## config.mk

```make
export PLATFORM = sky130hd
export DESIGN_NAME = sseg_scan_ctrl
export DESIGN_NICKNAME = d
export VERILOG_FILES = /design/src/rtl/sseg_pkg.sv /design/src/rtl/sseg_slot_timer.sv /design/src/rtl/sseg_scan_ctrl.sv
export SDC_FILE = /design/constraint.sdc
export NUM_CORES = 1
export LEC_CHECK = 0
export CAP_MARGIN = 20
export CORE_MARGIN = 2
export CORE_UTILIZATION = 50
export DETAILED_ROUTE_END_ITERATION = 8
export PLACE_DENSITY = 0.83
export RECOVER_POWER = 25
export SETUP_SLACK_MARGIN = 0.05
export SLEW_MARGIN = 20
export SYNTH_ARGS = -nofsm -noshare
export SYNTH_HDL_FRONTEND = slang
export SYNTH_HIERARCHICAL = 1
export SYNTH_SLANG_ARGS = --single-unit
```

## constraint.sdc

```tcl
create_clock -name clk -period 2 [get_ports clk]
set_input_delay 0.4 -clock clk [delete_from_list [all_inputs] [get_ports clk]]
set_output_delay 0.4 -clock clk [all_outputs]
set_load 0.05 [all_outputs]
```

## src/rtl/sseg_pkg.sv

```systemverilog
// Shared constants and types for the seven-segment scan controller.
// Segment and anode values are active-low throughout.
package sseg_pkg;

  localparam int         NUM_DIGITS = 4;
  localparam logic [7:0] SSEG_OFF   = 8'hFF;
  localparam logic [3:0] AN_OFF     = 4'b1111;
  localparam logic [2:0] BRIGHT_MAX = 3'd7;

  typedef logic [1:0] digit_t;

  // One complete frame: the unit that is double-buffered and committed atomically.
  typedef struct packed {
    logic [NUM_DIGITS-1:0][7:0] pat;
    logic [NUM_DIGITS-1:0]      blank;
    logic [2:0]                 bright;
  } frame_t;

  localparam frame_t FRAME_RESET = '{
    pat:    {NUM_DIGITS{SSEG_OFF}},
    blank:  AN_OFF,
    bright: BRIGHT_MAX
  };

  // Active-low anode vector with only digit d enabled.
  function automatic logic [NUM_DIGITS-1:0] an_select(input digit_t d);
    return ~(4'b0001 << d);
  endfunction

endpackage

```

## src/rtl/sseg_slot_timer.sv

```systemverilog
// Free-running slot counter and digit index for the display scan.
// frame_end marks the last cycle of the last digit slot.
module sseg_slot_timer
  import sseg_pkg::*;
#(
  parameter int SLOT_W = 16
) (
  input  logic              clk,
  input  logic              reset_n,
  output logic [SLOT_W-1:0] slot,
  output digit_t            digit,
  output logic              frame_end
);

  logic slot_wrap;

  assign slot_wrap = &slot;
  assign frame_end = slot_wrap && (digit == digit_t'(NUM_DIGITS - 1));

  // NOTE: sequential state uses non-blocking assignments so every register
  // samples the pre-edge value of every other register.
  always_ff @(posedge clk or negedge reset_n) begin
    if (!reset_n) begin
      slot  <= '0;
      digit <= '0;
    end else begin
      slot <= slot + 1'b1;
      if (slot_wrap) digit <= digit + 1'b1;
    end
  end

endmodule

```

## src/rtl/sseg_scan_ctrl.sv

```systemverilog
// Four-digit common-anode display scanner with double-buffered frames,
// per-digit blanking, 8-level PWM brightness and an anti-ghost guard interval.
module sseg_scan_ctrl
  import sseg_pkg::*;
#(
  parameter int SLOT_W = 16,
  parameter int GUARD  = 4
) (
  input  logic       clk,
  input  logic       reset_n,
  input  logic [7:0] in0,
  input  logic [7:0] in1,
  input  logic [7:0] in2,
  input  logic [7:0] in3,
  input  logic [3:0] blank,
  input  logic [2:0] bright,
  input  logic       load,
  output logic       pending,
  output logic       frame_tick,
  output logic [3:0] an,
  output logic [7:0] sseg
);

  logic [SLOT_W-1:0] slot;
  digit_t            digit;
  logic              frame_end;

  frame_t     shadow;
  frame_t     active;
  logic       lit;
  logic [3:0] an_nxt;
  logic [7:0] sseg_nxt;

  sseg_slot_timer #(
    .SLOT_W (SLOT_W)
  ) u_timer (
    .clk       (clk),
    .reset_n   (reset_n),
    .slot      (slot),
    .digit     (digit),
    .frame_end (frame_end)
  );

  // The top three slot bits form an 8-step PWM ramp compared against brightness.
  always_comb begin
    // NOTE: every output gets a default before any condition, so no latch is inferred.
    an_nxt   = AN_OFF;
    sseg_nxt = SSEG_OFF;
    lit      = (slot >= SLOT_W'(GUARD))
            && (slot[SLOT_W-1 -: 3] <= active.bright)
            && !active.blank[digit];
    if (lit) begin
      an_nxt   = an_select(digit);
      sseg_nxt = active.pat[digit];
    end
  end

  always_ff @(posedge clk or negedge reset_n) begin
    if (!reset_n) begin
      // NOTE: both frame buffers are reset because the display must come up dark.
      shadow     <= FRAME_RESET;
      active     <= FRAME_RESET;
      pending    <= 1'b0;
      frame_tick <= 1'b0;
      an         <= AN_OFF;
      sseg       <= SSEG_OFF;
    end else begin
      // Commit reads the pre-edge shadow, so a coincident load lands for the next frame.
      if (frame_end && pending) active <= shadow;
      if (load) shadow <= '{pat: {in3, in2, in1, in0}, blank: blank, bright: bright};
      pending    <= load || (pending && !frame_end);
      frame_tick <= frame_end;
      an         <= an_nxt;
      sseg       <= sseg_nxt;
    end
  end

endmodule

```

# Word level (Yosys, flattened, before mapping)
# Cells that the tools add are included.
# word_totals
register_bits	110
inputBits	42
out_inout_bits	14
# classes
addsub	2
magnitude_cmp	3
eq_ne	1
n_shift	1
muxes	6
bitwise_logic	1
reduce_logical	9
# op_table
operator	n
$add A16 B1 Y16 const B	1
$bmux W8 S2	1
$ge A16 B3 Y1 const B	1
$mux W8	2
$reduce_and A16 Y1	1
$logic_and A1 B1 Y1	5
$mux W4	1
$not A4 Y4	1
$shl A1 B2 Y4 const A	1
$le A3 B3 Y1	1
$lt A2 B3 Y1 const B	1
$add A2 B1 Y2 const B	1
$bmux W1 S2	1
$eq A2 B2 Y1 const B	1
$logic_not A1 Y1	2
$logic_or A1 B1 Y1	1
$mux W1	1

# Logic depth before layout (Yosys ltp)
# Gate-level depths: netlist of the first run.
# logic_depth
word_depth	5
depth_mapped	8

# By module
# Netlist of the first run, hierarchy kept.
# modules_own_cells
module	instances	cells_per_inst	area_each_um2	seq_area_each_um2
sseg_scan_ctrl	1	223	3828.7	2414.8
sseg_slot_timer	1	67	857.1	450.4

# Worst setup path before layout of the first run
# Ideal clock, no wire load.
# synth_path
path_type	flip-flop to flip-flop
startpoint	register u_timer.slot[0]
endpoint	register active[15] in the netlist's numbering
arrival_ps	1905
required_ps	1918
path_slack_ps	12
path_stages_with_launch	9
n_path_buf	2
synth_period_minus_slack_ps	1988
path_cell_list	dfrtp_1 ha_1 nand3_4 nor4_4 and2_1 nand2_1 buf_2 buf_2 mux2_2
# synth_between
elab_chain_len	3
# synth_rtl
element	line	rtl
start, declared	sseg_slot_timer.sv:10	output logic [SLOT_W-1:0] slot,
start signal, assigned	sseg_slot_timer.sv:27	slot <= slot + 1'b1;
$reduce_and A16 Y1	sseg_slot_timer.sv:17	assign slot_wrap = &slot;
$logic_and A1 B1 Y1	sseg_slot_timer.sv:18	assign frame_end = slot_wrap && (digit == digit_t'(NUM_DIGITS - 1));
named net frame_end	sseg_scan_ctrl.sv:26	logic frame_end;
$logic_and A1 B1 Y1	sseg_scan_ctrl.sv:69	if (frame_end && pending) active <= shadow;
end signal, assigned	sseg_scan_ctrl.sv:69	
end, declared	sseg_scan_ctrl.sv:29	frame_t active;
# The timed path passes the listed nets, and every way through them passes these cells.
# A chain may end at the register's enable or synchronous reset.

# Worst setup path after layout of the first run
# layout_path
startpoint	register u_timer.slot[1]
endpoint	register active[26] in the netlist's numbering
# The elaborated chain is that of the path after synthesis.

==> flow_metrics.tcl, run 1 <==
set metrics [dict create \
    status "complete, no violations" \
    fin_crit_ns 1.87 \
    startpoint "u_timer/slot[1]" \
    min_from "u_timer/slot[0]" \
    min_path_type "reg -> reg" \
    start_util_pct 51.2 \
    layout.cells.non_filler 483 \
    swShare_pct 22.7 \
    ys_seq_area_share_pct 61.1 \
    cts.clk_slew.worst_paths_ns 0.10 \
    hpwlAfterDp_um 5910 \
    cts_root_buf "clkbuf_8" \
    drt-wirelength-per-cell_um 17.3 \
    drt_wl_total_um 8370 \
    holdWs_ns 0.498 \
    grt_usage_pct 17.5 \
    core_region_area_um2 9150 \
    final_util_pct 62.0 \
    setup_tns_ns 0 \
    chipHeight_um 101 \
    p_int_mw 3.12 \
    vias_per_cell 5.37 \
    gr-total-overflow 0 \
    grt_max_degree 41 \
    cap_violations 0 \
    setup-violations-final 0 \
    clock_latency_ns 0.37 \
    setup.worst_path.start_class "flip-flop" \
    clock_power_share_pct 34.5 \
    ys_ff_latch 110 \
    dp.cells 461 \
    cp_data_required_time_ns 2.30 \
    clock_sinks 110 \
    layout-drive-gt1-share_pct 64.2 \
    max-vdd-ir-drop_mv 0.460 \
    syn_area_um2 4690 \
    seq_area_um2 2870 \
    synth_area_per_cell_um2 16.2 \
    syn_nets 337 \
    p_switching_uw 920 \
    finClkSkew_ns 0.0116 \
    io_buffers 55 \
    antenna_left 0 \
    cp_slowest_cell "dfrtp_1" \
    layout-area-overhead-vs-synth_pct 21.1 \
    vias 2594 \
    p_comb_share_pct 5.9 \
    worstPathMaxFanout 20 \
    ctsHtreeMaxLevel 3 \
    die_x_um 101 \
    drv_slew 0 \
    drt_iter0_drc 92 \
    ioPinCount 56 \
    cts_made_buffers 9 \
    nets 414 \
    fillers 682 \
    final_hold_viol_count 0 \
    diodes 0 \
    fin_ws_ns 0.128 \
    p_seq_share_pct 59.7 \
    dr.pass1.iters 4 \
    arrival_ns 2.17 \
    max_freq_mhz 534 \
    worstSetupPathType "reg -> reg" \
    total_power_mw 4.04 \
    drc 0 \
    ys_types 35 \
    multiInputGateArea_um2 1720 \
    grt_setup_unrepaired "false" \
    fin_crit_sh_pct 93.6 \
    grt_pass1_vias 2678 \
    placed_area_um2 5420 \
    antenna_found_initial 0 \
    clockBufferDepth 2 \
    path_cells "ha_4, nand3_4, nor4_4, and2_4, nand2_2, buf_6, mux2_2" \
    dieArea_um2 10200 \
    max_stage_delay_ns 0.42 \
    netlist_instances 290 \
    critPathCaptureType "flip-flop" \
    row_count 35 \
    cts_tree "built" \
    finalInstanceArea_um2 5680 \
    yosys_warnings 6 \
    grt_pass1_wl_um 13500 \
    place_ws_ns 0.00465 \
    relSlewSlack_pct 34.0 \
    p_per_area_nw_per_um2 713 \
    power_leakage_nw 2.42 \
    timing.rr.start "u_timer/slot[1]" \
    gp_congestion 0.855 \
    tightest_slew_ns 0.990 \
]
cell usage in the layout, fill, tap and decap left out, types with 5 or more instances in the layout:
cell and instances:
dfstp_2 90, mux2_2 78, clkdlybuf4s50_1 39, buf_4 31
dfrtp_1 19, clkbuf_8 9, xor2_1 9, inv_1 8
nand3b_1 8, nand3_1 6, mux4_1 6, xnor2_1 6
nor2_1 5, nor4_2 5
area by class of cell:
type,count,area share [%]
clock buffers,9,2.18
clock inverters,7,1.50
inverters,8,0.529
multi-input cells,159,30.4
flip-flops and latches,110,50.5
well taps,111,2.45
repair buffers,79,12.5
state kept, by name, summed over array words and instances (netlist names):
name           count
active            39
shadow            39
u_timer/slot      16
sseg               8
an                 4
u_timer/digit      2
frame_tick         1
pending            1
repair_timing:
| item | 4_1_cts | 5_1_grt |
|---|---|---|
| hold buffers | 1 | 0 |
| setup buffers | 0 | 5 |
| pin swaps | 0 | 2 |
| endpoints found under the setup margin | 41 | 39 |
| hold endpoints to repair | 4 | 0 |
| gates resized for setup | 4 | 3 |
final timing paths:
kind | slack, ns | end | cells past startpoint
min in group asynchronous | 0.71 | u_timer/slot[13] | 2
hold / removal | 0.50 | u_timer/slot[0] | 1
setup reg to reg | 0.13 | active[26] | 7
setup / recovery | 0.13 | active[26] | 7
hold reg to reg | 0.50 | u_timer/slot[0] | 1
max in group asynchronous | 0.39 | active[4] | 3
metal layers:
metal  global-route usage, %  vias to the layer above  wire length, um
met3                    2.57                       11              224
met2                    30.7                       47             4500
li1                        -                     1195                -
met4                    7.06                        0              153
met5                       0                        -                0
met1                    21.7                     1341             3480
synth_stat cells (all sizes together):
| master | instances | share of area [%] |
|---|---|---|
| xnor2 | 6 | 1.1 |
| and3 | 1 | 0.13 |
| nor2b | 1 | 0.13 |
| dfrtp | 20 | 11 |
| nand3 | 7 | 1.0 |
| a21o | 1 | 0.16 |
| nor4 | 10 | 2.3 |
| dfstp | 90 | 50 |
| buf | 11 | 1.4 |
| and2 | 1 | 0.13 |
| nor3 | 2 | 0.21 |
| clkbuf | 2 | 0.37 |
| o21ai | 1 | 0.19 |
| nand2 | 4 | 0.32 |
| nand4 | 5 | 0.99 |
| ha | 5 | 1.3 |
| and4 | 1 | 0.19 |
| mux2 | 79 | 19 |
| nor2 | 6 | 0.53 |
| xor2 | 9 | 1.7 |
| nand3b | 8 | 1.3 |
| nand4b | 2 | 0.69 |
| mux4 | 9 | 4.8 |
| inv | 8 | 0.64 |
| o21a | 1 | 0.16 |
power by group through the flow:
stage                     registers, mW  clock network (mW)  logic, mW
after CTS                          2.42                1.44      0.248
after global placement             2.45                   0      0.239
after floorplan                    2.43                   0     0.0999
after detailed placement           2.45                   0      0.247
after global routing               2.43                1.51      0.261
final                              2.41                1.39      0.238
cell families (layout without fill, tap and decap cells):
group | Yosys count | count (layout) | synth area share (%)
multiplexers | 88 | 88 | 23.8
flip-flops | 110 | 110 | 61.1
adder cells (fa/ha/maj) | 5 | 5 | 1.34
AND/OR/NAND/NOR | 48 | 48 | 7.96
XOR/XNOR | 15 | 15 | 2.80
buffers and inverters | 21 | 103 | 2.46
AO/OA/AOI/OAI | 3 | 3 | 0.507
worst max-delay path, delay by kind of cell, from the launching register on:
family,cells,cell delay [ns]
AND/OR/NAND/NOR,4,0.72
buffers and inverters,1,0.18
multiplexers,1,0.29
adder cells (fa/ha/maj),1,0.18
flip-flops,1,0.42
No activity file was read; power rests on OpenSTA's default activity.
==> run 2: changes to the inputs <==
--- a/config.mk
+++ b/config.mk
@@ -5,13 +5,13 @@
 export SDC_FILE = /design/constraint.sdc
 export NUM_CORES = 1
 export LEC_CHECK = 0
+export ABC_AREA = 1
 export CAP_MARGIN = 20
-export CORE_MARGIN = 2
 export CORE_UTILIZATION = 50
 export DETAILED_ROUTE_END_ITERATION = 8
-export PLACE_DENSITY = 0.83
+export PLACE_DENSITY = 0.82
 export RECOVER_POWER = 25
-export SETUP_SLACK_MARGIN = 0.05
+export SETUP_SLACK_MARGIN = 0.5
 export SLEW_MARGIN = 20
 export SYNTH_ARGS = -nofsm -noshare
 export SYNTH_HDL_FRONTEND = slang
==> run 2 against run 1 <==
Via count grew 55%. Combinational power grew 7%. Sequential power shrank 2%. Maximum frequency grew 10%. First-iteration DRC count grew to 4.0 times the previous value. Synthesized area grew 2.1%. Clock power grew 4%. Worst setup slack gained 0.17 ns. Synthesized cell count grew 82%. Clock-buffer cell count is the same. Cell area grew 12%.
==> flow_metrics.tcl, run 2 <==
set metrics [dict create \
    ioPinCount 56 \
    max-vdd-ir-drop_mv 0.702 \
    synth-edff-count 0 \
    synth_top_area_share_pct 49.4 \
    yosys.area.top_type "dfstp_2" \
    total_power_mw 4.08 \
    drt-wirelength-per-cell_um 16.7 \
    timing.rr.start "u_timer/slot[8]" \
    fillers 638 \
    critPathCaptureType "flip-flop" \
    min_path_type "in -> reg" \
    status "complete, no violations" \
    hpwlAfterDp_um 6420 \
    setup-violations-final 0 \
    layout-drive-gt1-share_pct 35.4 \
    drt_iter0_drc 372 \
    ctsHtreeMaxLevel 3 \
    cpMostUsedCell "nand2_2" \
    top_regs "active: 39 flops, shadow: 39 flops, u_timer/slot: 16 flops" \
    hold_end "shadow[31]" \
    grt_setup_unrepaired "true" \
    setup.worst_path.start_class "flip-flop" \
    cp_data_required_time_ns 2.32 \
    yosys_warnings 6 \
    syn_nets 574 \
    chipHeight_um 99.8 \
    dieArea_um2 9970 \
    grt_pass1_vias 3467 \
    cts_root_buf "clkbuf_8" \
    ys_async_sr_fraction_pct 100 \
    nets 664 \
    antenna_found_initial 0 \
    yosys.cell_count.top_type "nand2_1" \
    worstSetupPathType "reg -> reg" \
    die_x_um 99.8 \
    drv_slew 0 \
    ys_types 28 \
    vias 4025 \
    reg2reg_slack_ns 0.30 \
    worstPathMaxFanout 5 \
    synth_area_leaders "dfstp_2, nand2_1, dfrtp_1" \
    layout-area-overhead-vs-synth_pct 33.3 \
    core_region_area_um2 9240 \
    diodes 0 \
    cts_tree "built" \
    drc 0 \
    vias_per_cell 5.36 \
    reg2reg_to "active[25]" \
    clock_latency_ns 0.39 \
    tightest_slew_ns 0.910 \
    fin_crit_sh_pct 85.0 \
    start_util_pct 51.8 \
    max_stage_delay_ns 0.42 \
    final_hold_viol_count 0 \
    fin_crit_ns 1.70 \
    cap_violations 0 \
    netlist_instances 527 \
    cp_slowest_cell "dfrtp_2" \
    seq_area_um2 2870 \
    drt_wl_total_um 12500 \
    gp_congestion 0.815 \
    grt_pass1_wl_um 16300 \
    clock_sinks 110 \
    synth_area_per_cell_um2 9.08 \
    syn_area_um2 4790 \
    multiInputGateArea_um2 1740 \
    grt_usage_pct 21.2 \
    reg2reg_depth 8 \
    max_freq_mhz 588 \
    io_buffers 55 \
    clockBufferDepth 2 \
    dr.pass1.iters 5 \
    ys_seq_area_share_pct 59.9 \
    cts.clk_slew.worst_paths_ns 0.12 \
    startpoint "u_timer/slot[8]" \
    hold_depth 4 \
    synth_top_flop_cell "dfstp_2" \
    p_per_area_nw_per_um2 639 \
    path_cells "nand2_2, nor2_4, nand2_2, nor3b_4, buf_6, nand2_8, clkbuf_16, o21ai_2" \
    final_common_cell "nand2_1" \
    relSlewSlack_pct 39.3 \
    finClkSkew_ns 0.0208 \
    cts_made_buffers 9 \
    final_cell_mix "nand2_1, dfstp_2, inv_1, o21ai_0, clkdlybuf4s50_1" \
    grt_max_degree 80 \
    antenna_left 0 \
    arrival_ns 2.02 \
    row_count 35 \
    ys_ff_latch 110 \
    setup_tns_ns 0 \
    min_from "load" \
    final_util_pct 69.0 \
    synth_commonest_cells "nand2_1, dfstp_2, o21ai_0" \
    power_leakage_nw 2.86 \
    gr-total-overflow 0 \
]
[run 2: kinds of logic (layout without fill, tap and decap cells)]
group           count (synthesis)  count (layout)  share of synthesized area, %
compound gates                 86              86                          9.05
simple gates                  236             239                          21.3
flops                         110             110                          59.9
fa+ha+maj                       5               5                          1.31
buf+inv                        83             175                          7.19
xor+xnor                        7               7                          1.28
[run 2: cell type report]
type	instances	area share, %
clock buffers	9	1.94
flip-flops and latches	110	45.0
inverters	59	3.49
well taps	129	2.53
multi-input cells	337	27.3
repair buffers	100	18.1
clock inverters	7	1.53
[run 2: repair_timing]
| item | CTS | global route |
|---|---|---|
| setup endpoints to repair | 65 | 64 |
| endpoints found under the hold margin | 7 | 0 |
| hold buffers | 1 | 0 |
| resized for setup | 46 | 52 |
| pin swaps | 7 | 7 |
| buffers inserted | 7 | 15 |
| cloned | 3 | 14 |
[run 2: where the power goes]
part / switching [mW] / internal, mW / leakage [nW] / total, mW
Clock: 0.838 / 0.616 / 0.110 / 1.45
Sequential: 0.0186 / 2.35 / 1.19 / 2.37
Combinational: 0.143 / 0.112 / 1.56 / 0.255
Total: 0.999 / 3.08 / 2.86 / 4.08
[run 2: worst max-delay path by stage]
stage / slack, ns / end
after floorplan: 0.35 / active[5]
after global placement: 0.35 / active[30]
after detailed placement: 0.12 / active[9]
after CTS: 0.38 / active[2]
after global routing: 0.22 / active[22]
final: 0.30 / active[25]
[run 2: stage by stage]
stage	hold WS [ns]	worst slack, ns	cell area (um^2)	cells
after floorplan	0.104	0.347	4810	527
after global placement	0.373	0.345	5440	695
after detailed placement	0.378	0.120	5440	695
after CTS	0.454	0.380	5880	722
after global routing	0.459	0.219	6380	751
final	0.461	0.299	6380	751
[run 2: critical path: cells and delay by family, from the launching register on]
| kind | cells | cell delay (ns) |
|---|---|---|
| AND/OR/NAND/NOR | 5 | 0.70 |
| flip-flops | 1 | 0.42 |
| buffers and inverters | 2 | 0.37 |
| AO/OA/AOI/OAI | 1 | 0.13 |
[run 2: layer usage]
metal  share of wire, %  global-route usage (%)  up-vias
li1                   -                       -     1856
met1                 39                    28.0     1929
met2                 50                    34.0      195
met3                6.7                    5.71       45
met4                3.7                    7.69        0
met5                  0                       0        -
